File: src/rtl/muldiv_iter_unit.sv
// -----------------------------------------------------------------------------
// muldiv_iter_unit
//   Shared iterative RV32M/RV64M multiply/divide engine. One request at a time:
//   the operands are latched in IDLE, turned into magnitudes in PREP, and then
//   processed with a shift-add multiply (MUL_STEP bits per cycle) or a restoring
//   divide (1 bit per cycle). FIX applies the sign and picks the result half.
//   DONE pulses ready for one cycle. A divide by zero and the signed overflow
//   case finish straight from PREP.
//
//   Optional build macro:
//     MULDIV_FAST_MUL_EN - multiplies use one combinational 2*XLEN product
//                          that is registered in PREP. They finish from PREP
//                          and skip CALC/FIX. Divides are unaffected.
//
// Parameters
//   XLEN      operand/result width (32 or 64)
//   MUL_STEP  multiplier bits retired per CALC cycle (1, 2 or 4, divides XLEN)
//
// Ports
//   clk          in   rising-edge clock
//   reset        in   asynchronous active-high reset
//   valid        in   request, held until ready
//   op           in   funct3: MUL,MULH,MULHSU,MULHU,DIV,DIVU,REM,REMU
//   rs1          in   multiplicand / dividend
//   rs2          in   multiplier / divisor
//   flush        in   abort the current operation
//   ready        out  one-cycle completion pulse
//   result       out  result, held until the next acceptance
//   busy         out  high in every state except IDLE
//   div_by_zero  out  divide with rs2 == 0, valid together with ready
// -----------------------------------------------------------------------------
module muldiv_iter_unit #(
  parameter int XLEN     = 32,
  parameter int MUL_STEP = 1
) (
  input  logic            clk,
  input  logic            reset,
  input  logic            valid,
  input  logic [2:0]      op,
  input  logic [XLEN-1:0] rs1,
  input  logic [XLEN-1:0] rs2,
  input  logic            flush,
  output logic            ready,
  output logic [XLEN-1:0] result,
  output logic            busy,
  output logic            div_by_zero
);

  localparam int MUL_K = XLEN / MUL_STEP;
  localparam int CW    = $clog2(XLEN) + 1;
  localparam logic [XLEN-1:0] MIN_NEG = {1'b1, {(XLEN-1){1'b0}}};

  typedef enum logic [2:0] {S_IDLE, S_PREP, S_CALC, S_FIX, S_DONE} state_t;

  state_t            state_q;
  logic [2:0]        op_q;
  logic [XLEN-1:0]   rs1_q, rs2_q;
  logic [XLEN-1:0]   opa_q;       // multiplicand or divisor magnitude
  logic [2*XLEN-1:0] acc_q;       // mul: {partial hi, multiplier lo}; div: {remainder, quotient}
  logic              neg_q;       // result must be negated in FIX
  logic [CW-1:0]     cnt_q;
  logic              ready_q, busy_q, dbz_q;
  logic [XLEN-1:0]   result_q;

  // ---------------- operand decode (from latched request) ----------------
  logic            is_div, is_rem, a_signed, b_signed, a_neg, b_neg;
  logic            res_neg_d, div_zero_d, div_ovf_d;
  logic [XLEN-1:0] abs_a_d, abs_b_d;

  assign is_div     = op_q[2];
  assign is_rem     = op_q[2] & op_q[1];
  assign a_signed   = op_q[2] ? ~op_q[0] : (op_q[1:0] == 2'd1 || op_q[1:0] == 2'd2);
  assign b_signed   = op_q[2] ? ~op_q[0] : (op_q[1:0] == 2'd1);
  assign a_neg      = a_signed & rs1_q[XLEN-1];
  assign b_neg      = b_signed & rs2_q[XLEN-1];
  assign abs_a_d    = a_neg ? -rs1_q : rs1_q;
  assign abs_b_d    = b_neg ? -rs2_q : rs2_q;
  // Remainder sign follows the dividend only; everything else is sign XOR.
  assign res_neg_d  = a_neg ^ (b_neg & ~is_rem);
  assign div_zero_d = is_div && (rs2_q == '0);
  assign div_ovf_d  = is_div && !op_q[0] && (rs1_q == MIN_NEG) && (rs2_q == '1);

  // ---------------- shift-add multiply step ----------------
  logic [XLEN+MUL_STEP-1:0] pp_term [MUL_STEP];
  logic [XLEN+MUL_STEP-1:0] pp_sum_d, msum_d;
  logic [2*XLEN-1:0]        mul_acc_d;

  for (genvar gi = 0; gi < MUL_STEP; gi++) begin : g_pp
    assign pp_term[gi] = acc_q[gi] ? ({{MUL_STEP{1'b0}}, opa_q} << gi) : '0;
  end

  always_comb begin
    pp_sum_d = '0;
    for (int j = 0; j < MUL_STEP; j++) begin
      pp_sum_d = pp_sum_d + pp_term[j];
    end
    msum_d = {{MUL_STEP{1'b0}}, acc_q[2*XLEN-1:XLEN]} + pp_sum_d;
  end

  // Retire the consumed multiplier bits off the bottom while the sum shifts in.
  assign mul_acc_d = {msum_d, acc_q[XLEN-1:MUL_STEP]};

  // ---------------- restoring divide step ----------------
  logic [XLEN:0]     rshift_d, rdiff_d;
  logic [2*XLEN-1:0] div_acc_d;

  assign rshift_d  = {acc_q[2*XLEN-1:XLEN], acc_q[XLEN-1]};
  assign rdiff_d   = rshift_d - {1'b0, opa_q};
  assign div_acc_d = rdiff_d[XLEN] ? {rshift_d[XLEN-1:0], acc_q[XLEN-2:0], 1'b0}
                                   : {rdiff_d[XLEN-1:0],  acc_q[XLEN-2:0], 1'b1};

  // ---------------- sign fix and result select ----------------
  logic [2*XLEN-1:0] prod_fix_d;
  logic [XLEN-1:0]   quot_fix_d, rem_fix_d, fix_result_d;

  assign prod_fix_d = neg_q ? -acc_q : acc_q;
  assign quot_fix_d = neg_q ? -acc_q[XLEN-1:0] : acc_q[XLEN-1:0];
  assign rem_fix_d  = neg_q ? -acc_q[2*XLEN-1:XLEN] : acc_q[2*XLEN-1:XLEN];
  assign fix_result_d = is_div ? (op_q[1] ? rem_fix_d : quot_fix_d)
                               : ((op_q[1:0] == 2'd0) ? prod_fix_d[XLEN-1:0]
                                                      : prod_fix_d[2*XLEN-1:XLEN]);

`ifdef MULDIV_FAST_MUL_EN
  logic [2*XLEN-1:0] fast_a_d, fast_b_d, fast_prod_d;
  logic [XLEN-1:0]   fast_result_d;

  assign fast_a_d      = {{XLEN{a_neg}}, rs1_q};
  assign fast_b_d      = {{XLEN{b_neg}}, rs2_q};
  assign fast_prod_d   = fast_a_d * fast_b_d;
  assign fast_result_d = (op_q[1:0] == 2'd0) ? fast_prod_d[XLEN-1:0]
                                             : fast_prod_d[2*XLEN-1:XLEN];
`endif

  // ---------------- control FSM ----------------
  always_ff @(posedge clk or posedge reset) begin
    if (reset) begin
      state_q  <= S_IDLE;
      op_q     <= '0;
      rs1_q    <= '0;
      rs2_q    <= '0;
      opa_q    <= '0;
      acc_q    <= '0;
      neg_q    <= 1'b0;
      cnt_q    <= '0;
      ready_q  <= 1'b0;
      busy_q   <= 1'b0;
      dbz_q    <= 1'b0;
      result_q <= '0;
    end else if (flush) begin
      state_q <= S_IDLE;
      ready_q <= 1'b0;
      busy_q  <= 1'b0;
    end else begin
      ready_q <= 1'b0;
      case (state_q)
        S_IDLE: begin
          if (valid) begin
            op_q    <= op;
            rs1_q   <= rs1;
            rs2_q   <= rs2;
            dbz_q   <= 1'b0;
            busy_q  <= 1'b1;
            state_q <= S_PREP;
          end
        end
        S_PREP: begin
          neg_q <= res_neg_d;
          if (div_zero_d) begin
            result_q <= op_q[1] ? rs1_q : '1;
            dbz_q    <= 1'b1;
            ready_q  <= 1'b1;
            state_q  <= S_DONE;
          end else if (div_ovf_d) begin
            result_q <= op_q[1] ? '0 : rs1_q;
            ready_q  <= 1'b1;
            state_q  <= S_DONE;
`ifdef MULDIV_FAST_MUL_EN
          end else if (!is_div) begin
            result_q <= fast_result_d;
            ready_q  <= 1'b1;
            state_q  <= S_DONE;
`endif
          end else begin
            opa_q   <= is_div ? abs_b_d : abs_a_d;
            acc_q   <= {{XLEN{1'b0}}, (is_div ? abs_a_d : abs_b_d)};
            cnt_q   <= is_div ? CW'(XLEN - 1) : CW'(MUL_K - 1);
            state_q <= S_CALC;
          end
        end
        S_CALC: begin
          acc_q <= is_div ? div_acc_d : mul_acc_d;
          if (cnt_q == '0) begin
            state_q <= S_FIX;
          end else begin
            cnt_q <= cnt_q - 1'b1;
          end
        end
        S_FIX: begin
          result_q <= fix_result_d;
          ready_q  <= 1'b1;
          state_q  <= S_DONE;
        end
        S_DONE: begin
          busy_q  <= 1'b0;
          state_q <= S_IDLE;
        end
        default: state_q <= S_IDLE;
      endcase
    end
  end

  assign ready       = ready_q;
  assign result      = result_q;
  assign busy        = busy_q;
  assign div_by_zero = dbz_q;

endmodule

File: config.mk
export PLATFORM = sky130hd
export DESIGN_NAME = muldiv_iter_unit
export DESIGN_NICKNAME = d
export VERILOG_FILES = /design/src/rtl/muldiv_iter_unit.sv
export SDC_FILE = /design/constraint.sdc
export NUM_CORES = 1
export LEC_CHECK = 0
export CAP_MARGIN = 20
export CORE_MARGIN = 2
export CORE_UTILIZATION = 33
export CTS_CLUSTER_DIAMETER = 30
export DETAILED_ROUTE_END_ITERATION = 10
export SLEW_MARGIN = 5
export SYNTH_ARGS = -nofsm -noshare
export SYNTH_HDL_FRONTEND = slang
export SYNTH_SLANG_ARGS = --single-unit
File: constraint.sdc
create_clock -name clk -period 7.2 [get_ports clk]
set_input_delay 1.44 -clock clk [delete_from_list [all_inputs] [get_ports clk]]
set_output_delay 1.44 -clock clk [all_outputs]
set_load 0.005 [all_outputs]
# Yosys cells after proc, flatten, opt, wreduce, memory -nomap -nowiden
# Cells that the tools add are included.
# op_classes
n_addsub	8
eq_ne	16
mux	43
bitwise_logic	10
n_reduce_logical	23
# op_table
op	count
$mux 32	14
$mux 64	5
$neg 32->32	4
$pmux 64 s2	1
$eq 32x32->1 const B	2
$neg 64->64	1
$pmux 32 s2	1
$add 32x32->33	1
$sub 33x32->33	1
$logic_not 32->1	1
$mux 6	3
$mux 3	5
$pmux 3 s4	1
$pmux 6 s2	1
$reduce_and 4->1	3
$ne 2x2->1 const B	5
$mux 1	9
$ne 3x3->1 const B	3
$eq 3x2->1 const B	2
$logic_not 6->1	1
$pmux 1 s2	3
$reduce_and 2->1	3
$reduce_and 3->1	2
$reduce_bool 2->1	3
15 further kinds	25
# word_totals
reg_bits	208
in_bits	71
output_inout_bits	35
elab_cells	112

# Depth between registers and ports, before layout
# logic_depth
depth_word	9
ltp_mapped	14
mapped_depth_nobuf	13

# Worst setup path before layout
# No wires, ideal clock.
# synth_timing
kind	register -> register
start	register acc_q[32]
end	register acc_q[57]
setup_ns	0.129
t_arrival_ns	3.303
t_required_ns	7.071
slack_ns	3.768
path_stages_with_launch	15
n_path_buf	3
synth_period_minus_slack_ns	3.432
path_cell_list	dfrtp_1 clkbuf_1 inv_1 fa_1 nor2b_1 o31ai_1 a2111o_1 a21bo_2 a211o_1 o211ai_1 clkbuf_1 clkbuf_1 nor2_1 mux2i_1 nand3_1
# synth_via
elab_chain_len	4
elab_cells_between_ends	5
cone_classes	add/sub (2); mux (3)
# synth_rtl
item	line_no	source
start, declared	59	logic [2*XLEN-1:0] acc_q;
start signal, assigned	185	acc_q <= {{XLEN{1'b0}}, (is_div ? abs_a_d : abs_b_d)};
start signal, assigned	191	acc_q <= is_div ? div_acc_d : mul_acc_d;
$sub 33x32->33	108	assign rdiff_d = rshift_d - {1'b0, opa_q};
$mux 64	109	assign div_acc_d = rdiff_d[XLEN] ? {rshift_d[XLEN-1:0], acc_q[XLEN-2:0], 1'b0}
$mux 64 (*)	191	
$pmux 64 s2 (*)	155	case (state_q)
# Mark *: on every way between the ends. The rest lies on a longest branch, timed or not.
# A chain may end at the register's enable or synchronous reset.

# Worst setup path in the final report
# layout_timing
start	register rs2_q[0]
end	register acc_q[62]
# layout_via
elab_chain_len	4
elab_cells_between_ends	7
cone_classes	eq/ne (3); reduce/logical (4)
# layout_rtl
item	line_no	source
start, declared	57	logic [XLEN-1:0] rs1_q, rs2_q;
start signal, assigned	160	rs2_q <= rs2;
$eq 32x32->1 / $logic_not 32->1 (equally long branches)	81, 80	
$logic_and 1x1->1, on equally long branches	81, 80	
$ne 2x2->1 (no line)	n/a	
$reduce_and 4->1 (no line) (*)	n/a	
# Marks and branches as above.

==> metrics.cfg <==
[synthesis]
async_flop_share_pct = 100
mappedNetlistArea_um2 = 17800
synth_edf_count = 0
yosysWarnings = 0
synth-seq-area-share_pct = 29.3
synth.avg_cell_area_um2 = 8.06
ys_ff_latch = 208
dominantRegCellSynth = dfrtp_1
postSynthCellCount = 2205
ys_types = 88
synthesis.nets = 2351

[floorplan]
fp.dieW_um = 236
ios = 106
rows = 85
design.die.area_um2 = 55700
initial_utilization_pct = 33.2
coreArea_um2 = 53500
die_h_um = 236

[sta]
fin_ws_ps = 2640
fin_setup_tns_ps = 0
report.final.hold_viol_count = 0
max_freq_mhz = 219
slew_viol_final = 0
hold_ws_ps = 478
rsz0062_at_grt = no
max_slew_margin_pct = 31.8
finalClockSkew_ps = 31.7
layout_min_cycle_time_ps = 4560
fin_crit_sh_pct = 63.4
setup_viol = 0
tightestPinTransition_ps = 1020

[place]
preCtsSetupSlack_ps = 2250
dp.cells = 2864
hpwl_mm = 50.0
port_buffers = 105
place.gp.congestion = 0.960
place_area_um2 = 19200

[worst_setup_path]
worstPathCellList = inv_1 -> ha_1 -> or3b_2 -> nor4_2 -> and4_1 -> nand3b_1 -> and2_1 -> buf_4 -> inv_1 -> o22ai_1 -> a21oi_1 -> o21ai_0
crit_buf_inv = 3
max_stage_delay_ps = 680
crit_path_top_delay_cell = nand3b_1
critPathRequiredTime_ps = 7700
cp-end-kind = flip-flop
arrival_ps = 5070
crit_family = simple AND/OR/NAND/NOR gates
startpoint_type = flip-flop
cpMostUsedCell = inv_1
path_class = flip-flop to flip-flop
path_max_fanout = 33

[power]
worst_ir_drop_vdd_uv = 300
p_total_mw = 11.6
leakagePower_nw = 8.79
pwr_density_cell_nw_per_um2 = 546

[clock_network]
cts.reportedPaths.clkPinSlew_ps = 50
cts_resized = 0
numCtsBuffers = 55
htreeDepth = 2
ctsLongestPathBuffers = 3
clock_sinks = 208
clk_latency_ps = 620
holdBufCountCts = 0
post_cts_buffers = 0
cts-root-buf = clkbuf_16
cts_tree = yes

[finish]
final_nets = 2372
drive_gt1_share_pct = 10.7
final_cell_mix = nor2_1, dfrtp_1, a21oi_1
layout_commonest_cell = nor2_1
instances_no_fill = 2970
final_area_um2 = 21300
fin_util_pct = 39.8
syn2layout_area_growth_pct = 19.7

[global_route]
grt_first_pass_wirelength_mm = 101
grt_pass1_vias = 16444
grt.overflow.total = 0
grt_max_degree = 119
track_usage_pct = 23.2
antenna_found_initial = 1

[drt]
wl_met1_mm = 29.5
wl_met3_mm = 5.45
drt_pre_antenna_iters = 7
drt_iter0_drc = 1917
routed_wl_mm = 66.6
vias = 17738
post_drt_wl_per_cell_um = 22.4
detail-route-antenna-nets = 0
highest_layer = met4
vias_per_cell = 5.97
drc_errors = 0
wl_met2_mm = 29.6

[status]
status = completed

[min_path]
hold_path.class = flip-flop to flip-flop

[flow_run]
drv_cap = 0

-- routing by layer --
layer,GRT usage (%),vias to the layer above
met2,36.0,819
met5,0,-
met1,32.5,8653
li1,-,8133
met3,4.06,133
met4,8.22,0
-- synthesized netlist by cell type, drive strengths merged, types with 47 or more instances --
| cell type | number | area share [%] |
|---|---|---|
| inv | 75 | 1.6 |
| nand2 | 186 | 4.0 |
| nor2 | 214 | 4.5 |
| xor2 | 65 | 3.2 |
| mux2i | 47 | 2.6 |
| a21oi | 200 | 5.7 |
| ha | 73 | 5.1 |
| clkbuf | 126 | 2.7 |
| o21ai | 186 | 5.3 |
| mux2 | 77 | 4.9 |
| xnor2 | 100 | 4.9 |
| dfrtp | 208 | 29 |
-- worst register-to-register path: cells and delay by family (launching register included) --
family                     cells  cell delay, ps
and+or+nand+nor                5            2550
adders and majority gates      1             160
DFF                            1             450
buffers and inverters          3             860
AOI/OAI and AO/OA              3             430
-- registers in the layout (all words and copies together) (netlist names), 3 cells and up --
name,count
acc_q,64
opa_q,32
rs2_q,32
state_q,3
cnt_q,6
result,32
op_q,3
rs1_q,32
-- logic make-up (layout without fill, tap and decap cells) --
group	count (synthesis)	count (layout)	synth area share (%)
compound gates	718	718	25.9
simple gates	672	672	18.2
buf+inv	238	305	5.28
flops	208	208	29.3
xor+xnor	165	165	8.13
mux	124	124	7.53
fa+ha+maj	80	80	5.65
other cells	0	2	0
-- power breakdown --
| part | leakage, nW | internal (mW) | total, mW | switching, mW |
|---|---|---|---|---|
| Clock | 0.978 | 1.81 | 2.66 | 0.851 |
| Sequential | 2.60 | 1.60 | 2.51 | 0.905 |
| Combinational | 5.21 | 2.50 | 6.44 | 3.94 |
| Total | 8.79 | 5.91 | 11.6 | 5.70 |
-- final timing paths --
check | slack [ps] | endpoint | cells past startpoint | start
worst max-delay path | 2640 | acc_q[62] | 12 | rs2_q[0]
worst min-delay path | 480 | opa_q[31] | 2 | opa_q[31]
worst max register to register | 2640 | acc_q[62] | 12 | rs2_q[0]
worst min register to register | 480 | opa_q[31] | 2 | opa_q[31]
max in group asynchronous | 4570 | result[23] | 3 | reset
min in group asynchronous | 1420 | opa_q[6] | 2 | reset
-- cell type report --
| type | count | area (µm²) |
|---|---|---|
| Multi-Input combinational cell | 1759 | 11600 |
| Antenna cell | 2 | 5.00 |
| Clock buffer | 64 | 1490 |
| Timing Repair Buffer | 127 | 1240 |
| Inverter | 75 | 289 |
| Clock inverter | 39 | 528 |
| Tap cell | 696 | 871 |
| Fill cell | 5349 | 32200 |
| Sequential cell | 208 | 5210 |
Power figures use the tool's default switching activity.
